==> src/rtl/ili9341_spi_arbiter.sv <==
// ---------------------------------------------------------------------------
// ili9341_spi_arbiter
//
// Shares one SPI link to an ILI9341 panel between a command/parameter
// requester and an RGB565 pixel-stream requester. The granted word is
// shifted out in SPI mode 0, MSB first. SCK is derived from i_clk_FPGA by a
// half-period counter. Every transfer is followed by a CS-high gap.
//
// Optional build macro:
//   ROUND_ROBIN_EN - on a tie, grant the port that was not granted most
//                    recently (the pointer starts at "pixel last"). Without
//                    it, command always beats pixel on a tie.
//
// Parameters:
//   FRECUENCY_IN  - input clock frequency in Hz
//   FRECUENCY_OUT - target SCK frequency in Hz
//
// Ports:
//   i_clk_FPGA  - single clock
//   i_rst       - synchronous active-high reset
//   i_cmd_req   - command byte pending
//   i_cmd_dc    - D/C level for the command byte (0 command, 1 parameter)
//   i_cmd_data  - command byte
//   o_cmd_ack   - one-cycle pulse, command byte accepted
//   i_pix_req   - pixel pending
//   i_pix_data  - RGB565 pixel, sent as 16 bits with D/C = 1
//   o_pix_ack   - one-cycle pulse, pixel accepted
//   o_spi_sck   - SPI clock, idles low
//   o_spi_mosi  - serial data
//   o_spi_cs_n  - chip select, active low
//   o_spi_dc    - data/command select
//   o_busy      - high whenever a transfer or its gap is in progress
// ---------------------------------------------------------------------------
module ili9341_spi_arbiter #(
  parameter int FRECUENCY_IN  = 125000000,
  parameter int FRECUENCY_OUT = 10000000
) (
  input  logic        i_clk_FPGA,
  input  logic        i_rst,
  input  logic        i_cmd_req,
  input  logic        i_cmd_dc,
  input  logic [7:0]  i_cmd_data,
  output logic        o_cmd_ack,
  input  logic        i_pix_req,
  input  logic [15:0] i_pix_data,
  output logic        o_pix_ack,
  output logic        o_spi_sck,
  output logic        o_spi_mosi,
  output logic        o_spi_cs_n,
  output logic        o_spi_dc,
  output logic        o_busy
);

  localparam int HALF = (FRECUENCY_IN / FRECUENCY_OUT) / 2;
  localparam int HW   = (HALF < 1) ? 1 : $clog2(HALF + 1);
  localparam logic [HW-1:0] HALF_M1 = HW'(HALF - 1);

  localparam logic [1:0] IDLE  = 2'd0;
  localparam logic [1:0] SHIFT = 2'd1;
  localparam logic [1:0] GAP   = 2'd2;

  // A clock ratio below 2 cannot produce an SCK half period.
  if (HALF < 1) begin : g_half_check
    $error("ili9341_spi_arbiter: HALF must be at least 1");
  end

  logic [1:0]    state;
  logic [HW-1:0] half_cnt;
  logic [4:0]    bit_cnt;
  logic [4:0]    num_bits;
  logic [15:0]   shift_reg;
  logic          grant_cmd;
  logic          grant_pix;
`ifdef ROUND_ROBIN_EN
  logic          last_pix;
`endif

  // Arbitration between the two requesters, only acted on in IDLE. The
  // round-robin build uses the last-grant pointer to break ties; a lone
  // requester always wins in either build.
  always_comb begin
`ifdef ROUND_ROBIN_EN
    grant_cmd = i_cmd_req & (~i_pix_req | last_pix);
`else
    grant_cmd = i_cmd_req;
`endif
    grant_pix = i_pix_req & ~grant_cmd;
  end

  // Main sequencer. IDLE latches the granted word (commands left-aligned so
  // the MSB always sits in bit 15) and presents the first bit. SHIFT toggles
  // SCK every HALF cycles and advances MOSI after each falling toggle until
  // N bits have gone out. GAP keeps CS_n high for HALF cycles so the panel
  // always sees a deselect between transfers; CS_n is raised by GAP itself,
  // so the final SCK falling edge and the CS_n rise land on separate cycles.
  always_ff @(posedge i_clk_FPGA) begin
    if (i_rst) begin
      state      <= IDLE;
      half_cnt   <= '0;
      bit_cnt    <= '0;
      num_bits   <= '0;
      shift_reg  <= '0;
      o_cmd_ack  <= 1'b0;
      o_pix_ack  <= 1'b0;
      o_spi_sck  <= 1'b0;
      o_spi_mosi <= 1'b0;
      o_spi_cs_n <= 1'b1;
      o_spi_dc   <= 1'b0;
      o_busy     <= 1'b0;
`ifdef ROUND_ROBIN_EN
      last_pix   <= 1'b1;
`endif
    end else begin
      o_cmd_ack <= 1'b0;
      o_pix_ack <= 1'b0;
      case (state)
        IDLE: begin
          if (grant_cmd || grant_pix) begin
            shift_reg  <= grant_cmd ? {i_cmd_data, 8'h00} : i_pix_data;
            num_bits   <= grant_cmd ? 5'd8 : 5'd16;
            o_spi_dc   <= grant_cmd ? i_cmd_dc : 1'b1;
            o_spi_mosi <= grant_cmd ? i_cmd_data[7] : i_pix_data[15];
            o_cmd_ack  <= grant_cmd;
            o_pix_ack  <= grant_pix;
            o_spi_cs_n <= 1'b0;
            o_busy     <= 1'b1;
            half_cnt   <= '0;
            bit_cnt    <= '0;
            state      <= SHIFT;
`ifdef ROUND_ROBIN_EN
            last_pix   <= grant_pix;
`endif
          end
        end
        SHIFT: begin
          if (half_cnt == HALF_M1) begin
            half_cnt  <= '0;
            o_spi_sck <= ~o_spi_sck;
            if (o_spi_sck) begin
              bit_cnt <= bit_cnt + 5'd1;
              if (bit_cnt + 5'd1 == num_bits) begin
                state <= GAP;
              end else begin
                o_spi_mosi <= shift_reg[14];
                shift_reg  <= {shift_reg[14:0], 1'b0};
              end
            end
          end else begin
            half_cnt <= half_cnt + 1'b1;
          end
        end
        GAP: begin
          o_spi_cs_n <= 1'b1;
          o_spi_sck  <= 1'b0;
          if (half_cnt == HALF_M1) begin
            half_cnt <= '0;
            o_busy   <= 1'b0;
            state    <= IDLE;
          end else begin
            half_cnt <= half_cnt + 1'b1;
          end
        end
        default: begin
          state <= IDLE;
        end
      endcase
    end
  end

endmodule
==> config.mk <==
export PLATFORM = sky130hd
export DESIGN_NAME = ili9341_spi_arbiter
export DESIGN_NICKNAME = d
export VERILOG_FILES = /design/src/rtl/ili9341_spi_arbiter.sv
export SDC_FILE = /design/constraint.sdc
export NUM_CORES = 1
export LEC_CHECK = 0
export CORE_ASPECT_RATIO = 1.5
export CORE_MARGIN = 3
export CORE_UTILIZATION = 31
export DETAILED_ROUTE_END_ITERATION = 8
export GPL_ROUTABILITY_DRIVEN = 0
export SYNTH_ARGS = -nofsm -noshare
export SYNTH_HDL_FRONTEND = slang
export SYNTH_SLANG_ARGS = --single-unit
==> constraint.sdc <==
create_clock -name i_clk_FPGA -period 2.9 [get_ports i_clk_FPGA]
set_input_delay 0.58 -clock i_clk_FPGA [delete_from_list [all_inputs] [get_ports i_clk_FPGA]]
set_output_delay 0.58 -clock i_clk_FPGA [all_outputs]
set_load 0.005 [all_outputs]
# [Yosys cells after proc, flatten, opt, wreduce, memory -nomap -nowiden]
# Cells that the tools add are included.
[word_totals] ff_bits=37 input_bits=29 out_inout_bits=7 word_cells=79
[classes] n_addsub=2 n_eq_ne=10 mux=34 bitwise=5 n_reduce_logical=16
[ops] cell="$mux 15" n=5
[ops] cell="$pmux 15 s2" n=1
[ops] cell="$mux 5" n=4
[ops] cell="$ne 2x2->1 const B" n=6
[ops] cell="$mux 1" n=10
[ops] cell="$mux 2" n=5
[ops] cell="$pmux 5 s2" n=1
[ops] cell="$reduce_and 5->1" n=2
[ops] cell="$pmux 1 s2" n=4
[ops] cell="$reduce_and 2->1" n=4
[ops] cell="$reduce_bool 2->1" n=4
[ops] cell="$mux 3" n=2
[ops] cell="$pmux 2 s3" n=1
[ops] cell="$pmux 3 s2" n=1
[ops] cell="$add 5x1->5 const B" n=1
[ops] cell="$eq 5x5->1" n=1
[ops] cell="$not 1->1" n=4
[ops] cell="$reduce_and 4->1" n=1
[ops] cell="$add 3x1->3 const B" n=1
[ops] cell="$eq 3x3->1 const B" n=1
[ops] cell="$reduce_and 3->1" n=1
[ops] cell="$reduce_or 3->1" n=1
[ops] cell="$eq 2x1->1 const B" n=1
[ops] cell="$eq 2x2->1 const B" n=1
[ops] cell="4 further kinds" n=4

# [Logic depth before layout (Yosys ltp)]
[depth] depth_word=6 ltp_mapped=10 mapped_depth_nobuf=7

# [Worst setup path before layout]
# OpenSTA, ideal clock, no wires.
[synth_path] path_kind="reg-to-reg" start="register state[0]" end="register shift_reg[0]" setup_time_ns=0.127 arrival_time_ns=2.068 required_ns=2.773 path_slack_ns=0.706 path_stages_with_launch=11 n_path_buf=3 period_less_slack_ns=2.194 path_cell_list="dfxtp_1 inv_1 ha_1 buf_6 nor3b_4 or4_4 a31oi_4 or2_1 buf_6 buf_8 o21ai_0"
[synth_between] elab_chain_len=3 word_cells_on_any_way=9 classes_between="eq/ne: 5; mux: 1; reduce/logical: 3"
[synth_rtl] item="from (decl)" line="67" text="logic [1:0] state;"
[synth_rtl] item="from (signal assigned)" line="98" text="state <= IDLE;"
[synth_rtl] item="from (signal assigned)" line="129" text="state <= SHIFT;"
[synth_rtl] item="from (signal assigned)" line="142" text="state <= GAP;"
[synth_rtl] item="$eq 2x1->1 / $logic_not 2->1 (equally long branches)" line="116" text="case (state)"
[synth_rtl] item="$ne 2x2->1 (no source line) / $reduce_bool 2->1 (equally long branches)"
[synth_rtl] item="$reduce_and 5->1 (no source line)"
[synth_rtl] item="to (signal assigned)" line="119" text="shift_reg <= grant_cmd ? {i_cmd_data, 8'h00} : i_pix_data;"
[synth_rtl] item="to (signal assigned)" line="145" text="shift_reg <= {shift_reg[14:0], 1'b0};"
[synth_rtl] item="to (decl)" line="71" text="logic [15:0] shift_reg;"
# Several ways; a longest one is shown, not always the timed one.
# A chain may end at the register's enable or synchronous reset.

# [Worst setup path after layout]
[layout_path] start="input port i_cmd_req" end="register shift_reg[8]"
[layout_between] elab_chain_len=5 word_cells_on_any_way=8 classes_between="eq/ne: 1; mux: 3; bitwise: 2; reduce/logical: 2"
[layout_rtl] item="from (decl)" line="40" text="input logic i_cmd_req,"
[layout_rtl] item="$not 1->1" line="87" text="grant_pix = i_pix_req & ~grant_cmd;"
[layout_rtl] item="$and 1x1->1" line="87"
[layout_rtl] item="$logic_or 1x1->1" line="118" text="if (grant_cmd || grant_pix) begin"
[layout_rtl] item="$ne 2x2->1 (no source line)"
[layout_rtl] item="$reduce_and 5->1 (no source line)"
# Several ways; a longest one is shown, not always the timed one. The select of a mux whose other input is x is not followed.

==> summary.md <==
| Metric | Value |
|---|---|
| Status | finished, final reports clean |
| Max reg flops | 15 |
| Clock Skew | 0.00695 ns |
| Least-Margin Pin Slew | 0.559 ns |
| Ys flop type | dfxtp_1 |
| Crit Path Max Fanout | 16 |
| GRT overflow | 0 |
| RSZ-0062 raised after global routing | no |
| Synth area leader | dfxtp_1 |
| Clk_lat worst skew | 0.28 ns |
| TritonCTS clock tree | built |
| Initial Utilization | 0.326 |
| Post-layout nets | 275 |
| Dpl cells | 304 |
| # IOs | 36 |
| Final period utilization | 0.826 |
| Fillers | 573 |
| Syn Nets | 242 |
| Minimum clock period | 2.39 ns |
| Hold Fails Final Rpt | 0 |
| Critical Path RT | 3.13 ns |
| Starting DRT DRC Count | 130 |
| Avg Inst Size Synth | 8.73 um2 |
| Pwr Density | 563 nW/um2 |
| Die extent in x | 68.5 um |
| H-tree Lvls | 2 |
| Ranking of synthesized cells by area | dfxtp_1 37%, mux2i_1 5.0%, a211oi_1 4.5% |
| Final setup vio count | 0 |
| DR vias/cell | 5.06 |
| Post-cts resize count | 0 |
| P_leak | 0.843 nW |
| VDD IR max | 0.000295 V |
| Layout cells sized above 1 | 0.116 |
| DIE AREA | 6830 um2 |
| Syn Inst Count | 208 |
| Drt drc | 0 |
| Async set or reset register ratio after synthesis | 0 |
| Largest net degree at the start of global routing | 29 |
| Kind of critical path | in -> reg |
| Avg WL per Cell | 12.9 um |
| Dpl ws | 0.195 ns |
| Syn-to-layout area delta | 28.0% |
| Synth Cell Area | 1820 um2 |
| Die height | 99.8 um |
| Post-CTS setup repair buffer count | 0 |
| Routed WL | 4030 um |
| Startpoint type of the worst setup path | input pin |
| Core area | 5570 um2 |
| First-pass GRT wire length | 6590 um |
| Initial antenna violation count | 0 |
| Final setup margin | 0.505 ns |
| Critical path data arrival time | 2.62 ns |
| Clock Path Buffers | 2 |
| Synth unique cells | 43 |
| Worst setup EP type | flip-flop |
| I/O Buffers | 35 |
| Pins Over Slew Limit | 0 |
| Non-filler cells, final | 312 |
| Dpl hpwl | 2910 um |
| Worst hold margin | 0.475 ns |
| Clock transition at the registers of the reported paths | 0.08 ns |
| FF+latch count, synth | 34 |
| Synth warn | 0 |
| Vias in the first global route | 1443 |
| DR pass1 iterations | 4 |
| Setup TNS | 0 ns |
| Worst relative slew slack | 0.625 |
| Root Buffer | clkbuf_8 |
| Cell Rows | 33 |
| GRT Overall Usage | 0.124 |
| Synth top area share | 0.375 |
| Total CTS buffers | 5 |
| Cts hold-fix bufs | 0 |
| Max cap viols | 0 |
| Ant. Diodes | 0 |
| Post-synth EDFFs | 0 |
| Register area share after synthesis | 0.375 |
| Routed Antenna Nets | 0 |
| Number of clock sinks | 34 |
| Reg2reg setup slack | 0.54 ns |
| Peak Freq | 418 MHz |
| Detailed-route via count | 1579 |
| Worst hold path class | reg -> reg |
==> power breakdown <==
part           switching (mW)  internal [mW]  leakage, nW
Sequential             0.0269          0.519        0.279
Combinational           0.166          0.160        0.514
Clock                   0.181          0.256       0.0504
Total                   0.373          0.935        0.843
==> cell usage after synthesis (3+ instances only) <==
cell / n
clkbuf_1: 8
a31o_2: 7
nand2_1: 19
dfxtp_1: 34
nand3b_1: 3
a22oi_1: 8
nand3_1: 3
nor2_1: 12
mux2i_1: 9
a21oi_1: 13
ha_1: 5
xnor2_1: 3
nor4b_1: 7
buf_6: 3
nor3_1: 10
a211oi_1: 11
o21ai_0: 15
inv_1: 6
a41oi_1: 3
==> worst paths after layout <==
| path | from | end | depth (start not counted) |
|---|---|---|---|
| setup reg to reg | state[1] | shift_reg[8] | 8 |
| setup / recovery | i_cmd_req | shift_reg[8] | 7 |
| hold / removal | num_bits[3] | num_bits[3] | 2 |
| hold reg to reg | num_bits[3] | num_bits[3] | 2 |
==> layout make-up <==
class | count | area, um2 | share of cell area
multi-input combinational | 151 | 1010 | 0.434
sequential | 34 | 681 | 0.293
timing repair buffer | 43 | 410 | 0.177
tap | 70 | 87.6 | 0.0377
clock buffer | 5 | 68.8 | 0.0296
clock inverter | 3 | 45.0 | 0.0194
inverter | 6 | 22.5 | 0.00969
==> stage by stage <==
stage / util / power [mW] / area, um2
finish: 0.417 / 1.31 / 2320
global route: 0.417 / 1.39 / 2320
CTS: 0.417 / 1.33 / 2320
detailed placement: 0.397 / 0.884 / 2210
global placement: 0.397 / 0.884 / 2210
floorplan: - / 0.789 / 1820
==> critical path, cell delays in order <==
cell and delay (ns):
clkdlybuf4s50_1 0.62, nor3b_4 0.08, or4_4 0.54, a31oi_4 0.27, or2_1 0.15, buf_4 0.20
a31o_2 0.17
==> kinds of logic (layout without fill, tap and decap cells) <==
kind of cell / count (synthesis) / after routing / share of synthesized area
and+or+nand+nor: 69 / 69 / 0.212
AOI/OAI and AO/OA: 64 / 64 / 0.240
DFF: 34 / 34 / 0.375
buffers and inverters: 23 / 57 / 0.0696
muxes: 9 / 9 / 0.0496
adders and majority gates: 5 / 5 / 0.0344
xor gates and xnor gates: 4 / 4 / 0.0193
==> per-layer routing <==
metal / track usage / wire length (um) / vias up
met2: 0.195 / 1980 / 31
met5: 0 / 0 / -
met4: 0.0628 / 80 / 0
met3: 0.0271 / 152 / 7
li1: - / - / 825
met1: 0.156 / 1820 / 716
==> cell usage in the layout (no fill, tap or decap), types with 2 or more instances in the layout <==
cell type        netlist  routed
o21ai_0               15      15
a21oi_1               13      13
ha_1                   5       5
xnor2_1                3       3
inv_1                  6       6
clkinvlp_4             0       2
nor2b_1                2       2
a211oi_1              11      11
a31o_1                 2       2
clkdlybuf4s50_1        0      35
buf_4                  1       8
mux2i_1                9       9
nor4b_1                7       7
a22oi_1                8       8
nor2_1                12      12
dfxtp_1               34      34
nand3b_1               3       3
clkbuf_8               0       5
nand2_1               19      19
a41oi_1                3       3
nand2b_1               2       2
a31o_2                 7       7
nand3_1                3       3
and2_1                 2       2
nor3_1                10      10
(Power assumes the default switching activity.)
